File: src/rtl/dspm_pkg.sv
// Shared DSpm bridge definitions: bus geometry and response/tag record types.
package dspm_pkg;

    localparam int WADDR_W   = 12;
    localparam int DATA_W    = 32;
    localparam int NUM_BYTES = 4;

    // One buffered response: 33 bits, err on top.
    typedef struct packed {
        logic              err;
        logic [DATA_W-1:0] rdata;
    } resp_t;

    // Attributes of the request issued last cycle, needed to form its response.
    typedef struct packed {
        logic write;
        logic err;
    } tag_t;

endpackage

File: src/rtl/dspm_resp_fifo.sv
// Response buffer: DEPTH-entry circular FIFO of {err,rdata} records with a
// registered head. Output fields read as zero whenever the FIFO is empty.
module dspm_resp_fifo
    import dspm_pkg::*;
#(
    parameter  int DEPTH = 2,
    localparam int CNT_W = $clog2(DEPTH + 1),
    localparam int PTR_W = $clog2(DEPTH)
) (
    input  logic             clk,
    input  logic             reset,
    input  logic             push,
    input  resp_t            push_data,
    input  logic             pop,
    output logic             head_valid,
    output resp_t            head_data,
    output logic [CNT_W-1:0] count
);

    resp_t            mem [DEPTH];
    logic [PTR_W-1:0] wr_ptr;
    logic [PTR_W-1:0] rd_ptr;

    // Circular-buffer index advance that wraps modulo DEPTH, power of two or not.
    function automatic logic [PTR_W-1:0] next_ptr(input logic [PTR_W-1:0] ptr);
        return (ptr == PTR_W'(DEPTH - 1)) ? '0 : ptr + 1'b1;
    endfunction

    // Storage write; the bridge never pushes into a full buffer.
    // NOTE: the storage array has no reset; its contents are only observable
    // through head_data, which is gated by head_valid, so stale entries never leak.
    always_ff @(posedge clk) begin
        if (push) begin
            mem[wr_ptr] <= push_data;
        end
    end

    // Pointer and occupancy tracking; push and pop together leave count unchanged.
    // NOTE: all sequential state uses non-blocking assignments so every register
    // samples pre-edge values regardless of block evaluation order.
    always_ff @(posedge clk or negedge reset) begin
        if (!reset) begin
            wr_ptr <= '0;
            rd_ptr <= '0;
            count  <= '0;
        end else begin
            if (push) begin
                wr_ptr <= next_ptr(wr_ptr);
            end
            if (pop) begin
                rd_ptr <= next_ptr(rd_ptr);
            end
            case ({push, pop})
                2'b10:   count <= count + 1'b1;
                2'b01:   count <= count - 1'b1;
                default: count <= count;
            endcase
        end
    end

    assign head_valid = (count != '0);
    assign head_data  = head_valid ? mem[rd_ptr] : '0;

endmodule

File: src/rtl/dspm_bus_bridge.sv
// Request/response bridge onto a DSpm bus port. Aligned requests are issued to
// the DSpm in their accept cycle; the response is formed one cycle later from the
// DSpm read data and queued, so responses never appear combinationally.
module dspm_bus_bridge
    import dspm_pkg::DATA_W, dspm_pkg::NUM_BYTES, dspm_pkg::resp_t, dspm_pkg::tag_t;
#(
    parameter int DEPTH   = 2,                 // response-buffer entries, minimum 2
    parameter int WADDR_W = dspm_pkg::WADDR_W  // DSpm word-address width
) (
    input  logic                 clk,
    input  logic                 reset,
    input  logic                 io_req_valid,
    output logic                 io_req_ready,
    input  logic [WADDR_W+1:0]   io_req_addr,
    input  logic                 io_req_write,
    input  logic [DATA_W-1:0]    io_req_wdata,
    input  logic [NUM_BYTES-1:0] io_req_mask,
    output logic                 io_resp_valid,
    input  logic                 io_resp_ready,
    output logic [DATA_W-1:0]    io_resp_rdata,
    output logic                 io_resp_err,
    output logic [WADDR_W-1:0]   io_bus_addr,
    output logic                 io_bus_enable,
    output logic                 io_bus_byte_write_0,
    output logic                 io_bus_byte_write_1,
    output logic                 io_bus_byte_write_2,
    output logic                 io_bus_byte_write_3,
    output logic [DATA_W-1:0]    io_bus_data_in,
    input  logic [DATA_W-1:0]    io_bus_data_out
);

    localparam int CNT_W = $clog2(DEPTH + 1);

    logic             accept;
    logic             misaligned;
    logic             issue;
    logic             pop;
    logic             inflight;
    tag_t             tag_q;
    resp_t            push_data;
    resp_t            head;
    logic [CNT_W-1:0] count;
    logic [CNT_W:0]   occupancy;

    // Slots already committed after this cycle: buffered + in flight - leaving now.
    // pop implies count >= 1, so the subtraction never underflows.
    assign pop       = io_resp_valid && io_resp_ready;
    assign occupancy = {1'b0, count} + (CNT_W + 1)'(inflight) - (CNT_W + 1)'(pop);

    // Gating with reset keeps the bus port quiet while reset is asserted.
    assign io_req_ready = reset && (occupancy < (CNT_W + 1)'(DEPTH));
    assign accept       = io_req_valid && io_req_ready;
    assign misaligned   = (io_req_addr[1:0] != 2'b00);
    assign issue        = accept && !misaligned;

    // Misaligned requests are accepted but never reach the DSpm.
    assign io_bus_addr         = io_req_addr[WADDR_W+1:2];
    assign io_bus_enable       = issue;
    assign io_bus_byte_write_0 = issue && io_req_write && io_req_mask[0];
    assign io_bus_byte_write_1 = issue && io_req_write && io_req_mask[1];
    assign io_bus_byte_write_2 = issue && io_req_write && io_req_mask[2];
    assign io_bus_byte_write_3 = issue && io_req_write && io_req_mask[3];
    assign io_bus_data_in      = io_req_wdata;

    // Remember that a request was accepted and how to turn it into a response.
    always_ff @(posedge clk or negedge reset) begin
        if (!reset) begin
            inflight <= 1'b0;
            tag_q    <= '0;
        end else begin
            inflight    <= accept;
            tag_q.write <= io_req_write;
            tag_q.err   <= misaligned;
        end
    end

    // Response record for last cycle's request: only aligned loads carry data.
    // NOTE: every field gets a default first so this block can never infer a latch.
    always_comb begin
        push_data.err   = tag_q.err;
        push_data.rdata = '0;
        if (!tag_q.write && !tag_q.err) begin
            push_data.rdata = io_bus_data_out;
        end
    end

    dspm_resp_fifo #(
        .DEPTH (DEPTH)
    ) u_resp_fifo (
        .clk        (clk),
        .reset      (reset),
        .push       (inflight),
        .push_data  (push_data),
        .pop        (pop),
        .head_valid (io_resp_valid),
        .head_data  (head),
        .count      (count)
    );

    assign io_resp_rdata = head.rdata;
    assign io_resp_err   = head.err;

endmodule
File: config.mk
export PLATFORM = sky130hd
export DESIGN_NAME = dspm_bus_bridge
export DESIGN_NICKNAME = d
export VERILOG_FILES = /design/src/rtl/dspm_pkg.sv /design/src/rtl/dspm_resp_fifo.sv /design/src/rtl/dspm_bus_bridge.sv
export SDC_FILE = /design/constraint.sdc
export NUM_CORES = 1
export LEC_CHECK = 0
export ABC_AREA = 1
export BUFFER_PORTS_ARGS = -buffer_cell sky130_fd_sc_hd__buf_2
export CORE_MARGIN = 4
export CORE_UTILIZATION = 25
export CTS_CLUSTER_DIAMETER = 50
export DETAILED_ROUTE_END_ITERATION = 8
export PLACE_DENSITY = 0.51
export SYNTH_ARGS = -nofsm -noshare
export SYNTH_HDL_FRONTEND = slang
export SYNTH_SLANG_ARGS = --single-unit
File: constraint.sdc
create_clock -name clk -period 4.05 [get_ports clk]
set_clock_uncertainty 0.05 [all_clocks]
set_input_delay 1.215 -clock clk [delete_from_list [all_inputs] [get_ports clk]]
set_output_delay 1.215 -clock clk [all_outputs]
set_load 0.02 [all_outputs]
==> results of run 1 <==
## final timing paths
| kind | start | end | slack (ns) | cells after the start |
|---|---|---|---|---|
| max in group asynchronous | reset | u_resp_fifo.wr_ptr$_DFFE_PN0P_ | 3.11 | 1 |
| max | io_resp_ready | io_bus_byte_write_0 | -0.05 | 13 |
| max reg2reg | u_resp_fifo.count[0]$_DFFE_PN0P_ | inflight$_DFF_PN0_ | 1.92 | 13 |
| min in group asynchronous | reset | u_resp_fifo.count[1]$_DFFE_PN0P_ | 0.67 | 1 |
| min reg2reg | push_data[32]$_DFF_PN0_ | u_resp_fifo.mem[0][32]$_DFFE_PP_ | 0.41 | 0 |
| min | push_data[32]$_DFF_PN0_ | u_resp_fifo.mem[0][32]$_DFFE_PP_ | 0.41 | 0 |
## cells by family (layout without fill, tap and decap cells)
family                   Yosys count  count (layout)  synth area share, %
AND/OR/NAND/NOR                  123             123                 14.1
XOR/XNOR                           2               2                0.510
flip-flops                        73              73                 62.9
buffers and inverters            105             155                 16.9
adder cells (fa/ha/maj)            1               1                0.583
AO/OA/AOI/OAI                     35              35                 5.10
## state kept, by name (all words and copies together) (netlist names)
signal,flops
u_resp_fifo.mem,66
push_data,1
u_resp_fifo.count,2
u_resp_fifo.rd_ptr,1
u_resp_fifo.wr_ptr,1
inflight,1
tag_q,1
## per-layer routing
| metal | share of wire (%) | vias up | track usage [%] |
|---|---|---|---|
| met3 | 6.5 | 42 | 3.33 |
| met5 | 0 | - | 0 |
| met1 | 41 | 1060 | 10.9 |
| li1 | - | 1120 | - |
| met2 | 49 | 66 | 16.9 |
| met4 | 3.3 | 0 | 4.97 |
## metrics by stage
step	setup WS (ns)	std cells
global placement	-0.155	547
finish	-0.0538	565
CTS	-0.0651	564
floorplan	0.00904	339
detailed placement	-0.209	547
global route	-0.194	565
## cells in the final DEF, fill, tap and decap left out, drive strengths merged
| master | Yosys | routed |
|---|---|---|
| a21oi | 33 | 33 |
| clkbuf | 4 | 9 |
| nand3 | 3 | 3 |
| buf | 54 | 92 |
| nor3 | 1 | 1 |
| nand4 | 1 | 1 |
| inv | 46 | 45 |
| bufinv | 0 | 1 |
| edfxtp | 66 | 66 |
| clkinv | 1 | 8 |
| o21ai | 2 | 2 |
| nand2 | 73 | 73 |
| xor2 | 2 | 2 |
| or2 | 1 | 1 |
| nor2 | 44 | 44 |
| fa | 1 | 1 |
| dfrtp | 7 | 7 |
## repair_timing
| action | in CTS | in global routing |
|---|---|---|
| gates resized for setup | 20 | 2 |
| hold buffers | 0 | 0 |
| pin swaps | 6 | 6 |
| buffers inserted | 1 | 1 |
| cloned | 0 | 0 |
| endpoints found under the setup margin | 6 | 6 |
## where the power goes
part           internal (mW)  switching [mW]
Combinational          0.301           0.739
Clock                  0.470           0.288
Sequential             0.984          0.0549
## critical path, cell delays in order
cell and delay [ns]:
buf_8 0.11, nor2_4 0.09, nand2_2 0.09, o21ai_4 0.09, inv_2 0.05, fa_1 0.48, nand2_1 0.05, inv_1 0.06
nand2_2 0.06, nor2_4 0.11, nand4_4 0.17, nor2_4 0.15, buf_6 0.12
## final cells by class
class                   instances  share of cell area [%]
clock buffers                   9                    5.42
multi-input cells             161                    19.0
inverters                      47                    4.25
clock inverters                 7                    1.48
flip-flops and latches         73                    52.0
repair buffers                 92                    12.6
well taps                     176                    5.30
==> metrics.csv, run 1 <==
stage,metric,value,unit
critical_path,startpoint_type,input pin,
power_and_ir_drop,p_per_area,683,mW/mm²
power_and_ir_drop,p_leak,1.84,nW
yosys,synth_area_leaders,"edfxtp_1, buf_4, nand2_1",
sta,timing.setup.tns,-0.187,ns
detailed_routing,drt_first_pass_iters,4,
power_and_ir_drop,vdd.ir_drop.worst,0.259,mV
floorplanning,core_area,0.0133,mm²
yosys,synthFlopType,edfxtp_1,
power_and_ir_drop,power,2.84,mW
yosys,yosysUniqueCellTypes,19,
final_layout,area_delta_synth_final,21.0,%
placement,hpwl,5.13,mm
detailed_routing,detail-route-antenna-nets,0,
detailed_routing,drt_wl_total,7.73,mm
sta,setup_violations,5,
detailed_routing,drc,0,
yosys,synthCells,339,
final_layout,register_area,0.00216,mm²
final_layout,diodes,0,
cts,path_clk_slew,0.06,ns
grt,grt_usage,9.86,%
yosys,syn_area,0.00343,mm²
yosys,yosysMostFrequentCell,nand2_1,
yosys,syn_nets,427,
yosys,ys_async_sr_fraction,9.59,%
sta,tightest_slew,1.04,ns
job,cap_violations,0,
floorplanning,initial_core_util,25.7,%
final_layout,drive_gt1_share,31.1,%
cts,insertion_delay,0.32,ns
yosys,synth.avg_cell_area,10.1,µm²
floorplanning,die_w,125,µm
yosys,synth.top_cell.area_share,57.7,%
sta,setup_slack,-0.0538,ns
yosys,yosys_warnings,0,
sta,grt_setup_unrepaired,yes,
cts,cts-htree-levels,3,
sta,fin_crit,4.10,ns
yosys,yosysSeqAreaShare,62.9,%
cts,cts_tree,done,
sta,fmax,244,MHz
cts,cts_root_buf,clkbuf_16,
yosys,synth-seq-cells,73,
critical_path,cp.required,2.78,ns
critical_path,arrival,2.84,ns
sta,whs,0.413,ns
sta,slew_headroom,30.5,%
detailed_routing,vias_per_cell,4.05,
placement,portBuffers,82,
final_layout,fin_area,0.00415,mm²
yosys,yosysTopAreaCell,edfxtp_1,
cts,clkSinkCount,73,
final_layout,fillers,1410,
floorplanning,rows,42,
floorplanning,io_pins,171,
sta,maxSlewViolCount,0,
sta,fin_crit_sh,101,%
cts,cts_buffers,9,
detailed_routing,wl_per_cell,13.7,µm
grt,grt_antenna_before_repair,0,
placement,routabilityCongestion,0.706,
sta,hold_viol_final,0,
grt,grt_pass1_vias,2478,
critical_path,endpoint_kind,primary output,
floorplanning,die_area,0.0157,mm²
final_layout,finalNetCount,472,
placement,placed_cell_area,0.00378,mm²
grt,grt_pass1_wl,12.4,mm
yosys,yosys-top-cells-count,"nand2_1, edfxtp_1, buf_4",
worst_hold_path,min_path_type,reg -> reg,
status,status,finished with violations,
final_layout,final_util,31.1,%
final_layout,multi_input_area,788,µm²
cts,clock_tree.buffer_depth,2,
floorplanning,die_y,125,µm
status,violations,negative setup slack,
yosys,synth-edff-count,66,
critical_path,critical_path_class,in -> out,
critical_path,cp_max_fo,4,
grt,overflow,0,
grt,grt_max_degree,35,
detailed_routing,drt_iter0_markers,72,
detailed_routing,via_count,2288,
Power figures use the tool's default switching activity.
==> run 2, diff against run 1 <==
- CORE_ASPECT_RATIO: not set -> 0.8
- PLACE_DENSITY: 0.51 -> not set
==> run 2 against run 1 <==
  * Critical path type unchanged
  * Combinational power hardly changed
  * Critical path depth did not move
  * First-iteration DRC count grew 18%
  * Die area barely moved
  * Largest power group is now combinational logic
  * The run still ends with negative setup slack left
==> metrics.csv, run 2 (synthesized netlist as in run 1, its figures left out) <==
stage,metric,value,unit
cts,cts_root_buf,clkbuf_16,
detailed_routing,drt_iter0_markers,85,
floorplanning,die_w,139,µm
critical_path,r2r-start,u_resp_fifo.count[0]$_DFFE_PN0P_,
final_layout,largest_reg_flops,66,
placement,place_ws,-0.241,ns
sta,setup_violations,6,
critical_path,crit_family,simple AND/OR/NAND/NOR gates,
sta,fin_crit,4.12,ns
grt,grt_usage,10.9,%
power_and_ir_drop,p_leak,1.93,nW
cts,clock_tree.buffer_depth,2,
power_and_ir_drop,vdd.ir_drop.worst,0.323,mV
sta,fin_crit_sh,102,%
final_layout,fin_cells,581,
cts,cts_buffers,9,
worst_hold_path,min_to,u_resp_fifo.mem[0][32]$_DFFE_PP_,
sta,grt_setup_unrepaired,yes,
critical_path,cp_num_buf_inv,4,
grt,use_met2,17.1,%
status,violations,negative setup slack,
final_layout,area_delta_synth_final,26.1,%
sta,hold_viol_final,0,
floorplanning,die_area,0.0157,mm²
sta,maxSlewViolCount,0,
grt,grt_pass1_vias,2614,
final_layout,multi_input_area,805,µm²
status,status,finished with violations,
final_layout,drive_gt1_share,34.7,%
floorplanning,core_area,0.0131,mm²
final_layout,mostFrequentLayoutCells,"buf_2, nand2_1, edfxtp_1",
final_layout,register_area,0.00216,mm²
detailed_routing,drt_first_pass_iters,4,
critical_path,crit_path_frequent_cell,nor2_4,
placement,dpl.cell_count,543,
placement,portBuffers,82,
final_layout,final_util,32.9,%
floorplanning,die_y,113,µm
grt,grt_pass1_wl,13.3,mm
detailed_routing,detail-route-antenna-nets,0,
cts,clkSinkCount,73,
job,cap_violations,0,
cts,cts_tree,done,
sta,tightest_slew,1.01,ns
detailed_routing,drc,0,
critical_path,worstReg2RegEnd,u_resp_fifo.count[1]$_DFFE_PN0P_,
grt,grt_max_degree,35,
final_layout,reg.largest.list,"u_resp_fifo.mem: 66 flops, u_resp_fifo.count: 2 flops",
cts,insertion_delay,0.33,ns
worst_hold_path,min_path_type,reg -> reg,
critical_path,ff2ff_setup_slack,0.46,ns
cts,path_clk_slew,0.06,ns
sta,slew_headroom,32.5,%
detailed_routing,wl_per_cell,14.3,µm
critical_path,cp_max_fo,4,
sta,timing.setup.tns,-0.312,ns
final_layout,layout_commonest_cell,buf_2,
grt,met1_usage,12.3,%
critical_path,max_stage_delay,0.48,ns
cts,cts-htree-levels,3,
detailed_routing,via_count,2385,
placement,routabilityCongestion,0.741,
grt,grt_antenna_before_repair,0,
final_layout,fillers,1348,
final_layout,largest-register,u_resp_fifo.mem,
critical_path,cp.required,2.78,ns
placement,hpwl,5.26,mm
worst_hold_path,hold_path_depth,0,
detailed_routing,drt_wl_total,8.33,mm
critical_path,crit_path_cell_trace,"buf_8, nor2_4, nand2_2, o21ai_2, inv_1, fa_1, nand2_1, inv_1, nand2_2, nor2_4, nand4_4, nor2_4, buf_6",
grt,grt_util_met3,4.14,%
critical_path,r2r_cells,26,
floorplanning,io_pins,171,
critical_path,arrival,2.86,ns
floorplanning,rows,37,
detailed_routing,vias_per_cell,4.10,
power_and_ir_drop,power,2.93,mW
sta,setup_slack,-0.0707,ns
floorplanning,initial_core_util,26.1,%
critical_path,cp_slowest_cell,fa_1,
critical_path,critical_path_class,in -> out,
sta,fmax,243,MHz
final_layout,diodes,0,
worst_hold_path,holdCritStartpoint,push_data[32]$_DFF_PN0_,
final_layout,finalNetCount,489,
critical_path,endpoint_kind,primary output,
grt,overflow,0,
critical_path,startpoint_type,input pin,
grt,grt-busiest-layer,met2,
power_and_ir_drop,p_per_area,677,mW/mm²
-- run 2: changes by cell type in the layout (fill, tap and decap cells not counted), sizes merged --
cell      delta
inv          +1
clkinvlp     +1
bufinv       +1
clkinv       -3
buf         +17
-- run 2: repair_timing --
action	4_1_cts	5_1_grt
buffers inserted	23	1
hold buffers	0	0
setup endpoints to repair	6	7
pin swaps	5	5
gates resized for setup	17	13
-- run 2: worst reg2reg max path: cells and delay by family (launching register included) --
kind / cells / cell delay [ns]
buf+inv: 22 / 2.68
compound gates: 1 / 0.07
flops: 1 / 0.39
simple gates: 3 / 0.25
-- run 2: report_power, final --
group | total [mW] | internal [mW] | switching (mW) | leakage (nW)
Clock | 0.815 | 0.532 | 0.283 | 0.150
Combinational | 1.07 | 0.318 | 0.751 | 1.08
Sequential | 1.05 | 0.984 | 0.0615 | 0.703
-- run 2: per-layer routing --
metal  vias to the layer above  share of wire, %
li1                       1156                 -
met1                      1087                40
met2                       100                47
met3                        42               7.7
met4                         0               5.2
met5                         -                 0
-- run 2: worst max-delay path by stage --
stage,startpoint,end,depth (start not counted)
finish,io_resp_ready,io_bus_byte_write_2,13
global route,io_resp_ready,io_bus_byte_write_2,13
CTS,io_resp_ready,io_bus_byte_write_2,13
detailed placement,io_resp_ready,io_bus_byte_write_2,13
global placement,io_resp_ready,io_bus_byte_write_0,13
floorplan,io_resp_ready,io_bus_enable,11
-- run 2: per-stage QoR --
step	hold WS, ns	cell area, µm²
6_report	0.447	4330
5_1_grt	0.451	4330
4_1_cts	0.442	4290
3_5_place_dp	0.429	3750
3_3_place_gp	0.401	3750
2_1_floorplan	0.384	3480
-- run 2: area by class of cell --
| cell class | count | area share (%) |
|---|---|---|
| clock inverter | 7 | 1.97 |
| clock buffer | 9 | 5.20 |
| multi-input combinational | 161 | 18.6 |
| inverter | 47 | 4.08 |
| sequential | 73 | 49.8 |
| timing repair buffer | 109 | 15.3 |
| tap | 175 | 5.06 |
==> run 3, diff against run 2 <==
- clock period: 4.05 -> 3.35 ns (I/O delays scaled with it)
==> run 3 against run 2 <==
  * The run still ends with negative setup slack left
  * Sequential power increased by 19%
  * Sequential share of layout area increased by 0.94 points
  * Count of clock-buffer cells in the layout unchanged
  * Non-clock buffer count decreased by 15
  * Critical endpoint is now io_bus_byte_write_3
  * Largest power group unchanged
==> metrics.csv, run 3 (synthesized netlist as in run 1, its figures left out) <==
stage,metric,value,unit
status,status,finished with violations,
status,violations,negative setup slack,
final_layout,reg.largest.list,"u_resp_fifo.mem: 66 flops, u_resp_fifo.count: 2 flops",
floorplanning,core_area,0.0131,mm²
power_and_ir_drop,p_leak,1.89,nW
final_layout,mostFrequentLayoutCells,"buf_2, nand2_1, edfxtp_1",
final_layout,largest-register,u_resp_fifo.mem,
placement,hpwl,5.39,mm
critical_path,cp_max_fo,4,
floorplanning,rows,37,
detailed_routing,vias_per_cell,4.07,
power_and_ir_drop,p_sw_share,36.4,%
final_layout,fin_cells,566,
sta,maxSlewViolCount,0,
floorplanning,die_area,0.0157,mm²
final_layout,area_delta_synth_final,23.8,%
final_layout,drive_gt1_share,32.0,%
cts,path_clk_slew,0.06,ns
detailed_routing,drt_iter0_markers,113,
placement,dpl.cell_count,549,
final_layout,finalNetCount,474,
sta,tightest_slew,1.01,ns
detailed_routing,drt_wl_total,7.88,mm
power_and_ir_drop,clkPwrFrac,29.8,%
worst_hold_path,min_path_type,reg -> reg,
cts,insertion_delay,0.33,ns
power_and_ir_drop,p_seq_share,34.1,%
critical_path,endpoint_kind,primary output,
cts,cts_tree,done,
final_layout,layout_commonest_cell,buf_2,
placement,routabilityCongestion,0.725,
detailed_routing,drt_first_pass_iters,4,
sta,fin_crit_sh,108,%
detailed_routing,wl_per_cell,13.9,µm
power_and_ir_drop,p_per_area,861,mW/mm²
grt,grt_usage,10.2,%
critical_path,critical_path_class,in -> out,
grt,grt_max_degree,34,
floorplanning,die_w,139,µm
detailed_routing,via_count,2304,
final_layout,fillers,1379,
power_and_ir_drop,p_int,2.33,mW
job,cap_violations,0,
sta,hold_viol_final,0,
cts,clkSinkCount,73,
sta,setup_slack,-0.254,ns
sta,slew_headroom,32.2,%
cts,cts-htree-levels,3,
sta,timing.setup.tns,-1.34,ns
grt,overflow,0,
cts,cts_buffers,9,
cts,clock_tree.buffer_depth,2,
sta,grt_setup_unrepaired,yes,
sta,whs,0.424,ns
final_layout,largest_reg_flops,66,
sta,fin_crit,3.60,ns
critical_path,arrival,2.55,ns
detailed_routing,drc,0,
power_and_ir_drop,p_comb_share,36.1,%
grt,grt_pass1_wl,12.4,mm
floorplanning,io_pins,171,
sta,fmax,277,MHz
cts,cts_root_buf,clkbuf_16,
final_layout,diodes,0,
critical_path,startpoint_type,input pin,
sta,setup_violations,6,
final_layout,final_util,32.3,%
power_and_ir_drop,power,3.66,mW
critical_path,cp.required,2.29,ns
floorplanning,initial_core_util,26.1,%
detailed_routing,detail-route-antenna-nets,0,
placement,portBuffers,82,
power_and_ir_drop,vdd.ir_drop.worst,0.325,mV
grt,grt_antenna_before_repair,0,
floorplanning,die_y,113,µm
grt,grt_pass1_vias,2443,
power_and_ir_drop,p_switching,1.33,mW
run 3: changes by cell type in the layout (fill, tap and decap cells not counted), sizes merged:
cell    before  now
buf        109   94
bufinv       2    3
clkinv       5    4
run 3: layout make-up:
class / count / area (µm²) / share of cell area [%]
repair buffers: 94 / 569 / 13.4
well taps: 175 / 219 / 5.15
clock buffers: 9 / 225 / 5.30
clock inverters: 7 / 119 / 2.80
multi-input cells: 161 / 783 / 18.4
flip-flops and latches: 73 / 2160 / 50.8
inverters: 47 / 176 / 4.15
run 3: final timing paths:
check                           cells after the start                          endpoint  slack (ns)                              from
max in group asynchronous                           2    u_resp_fifo.wr_ptr$_DFFE_PN0P_        2.60                             reset
worst min register to register                      0  u_resp_fifo.mem[1][32]$_DFFE_PP_        0.42           push_data[32]$_DFF_PN0_
worst max register to register                     12                inflight$_DFF_PN0_        1.37  u_resp_fifo.count[0]$_DFFE_PN0P_
worst max-delay path                               13               io_bus_byte_write_3       -0.25                     io_resp_ready
worst min-delay path                                0  u_resp_fifo.mem[1][32]$_DFFE_PP_        0.42           push_data[32]$_DFF_PN0_
min in group asynchronous                           2           push_data[32]$_DFF_PN0_        0.52                             reset
run 3: per-layer routing:
layer,up-vias,GRT usage (%),routed length [µm]
li1,1125,-,-
met1,1031,11.6,3270
met2,99,16.0,3370
met3,49,4.01,774
met4,0,6.78,459
met5,-,0,0
run 3: repair_timing:
action                                  4_1_cts  5_1_grt
hold buffers                                  0        0
resized for setup                            15        0
endpoints found under the setup margin        6        6
hold endpoints to repair                      0        0
pin swaps                                     6        1
setup buffers                                 1        0
run 3: through the flow:
step	setup WS [ns]	area, µm²
final	-0.254	4250
after CTS	-0.297	4250
after global routing	-0.344	4250
after global placement	-0.395	3850
after detailed placement	-0.449	3850
after floorplan	-0.219	3500
run 3: power groups by stage:
stage,Combinational [mW],Clock [mW],Sequential [mW]
after floorplan,0.913,0,1.26
after global placement,1.33,0,1.26
after detailed placement,1.34,0,1.27
after CTS,1.36,1.11,1.25
after global routing,1.47,1.15,1.27
final,1.32,1.09,1.25
run 3: worst max-delay path: stages:
cell     delay, ns
buf_8         0.10
nor2_4        0.08
nand2_2       0.06
o21ai_2       0.06
inv_1         0.06
fa_1          0.48
nand2_1       0.05
inv_1         0.06
nand2_2       0.06
nor2_4        0.11
nand4_4       0.16
nor2_4        0.13
buf_6         0.12
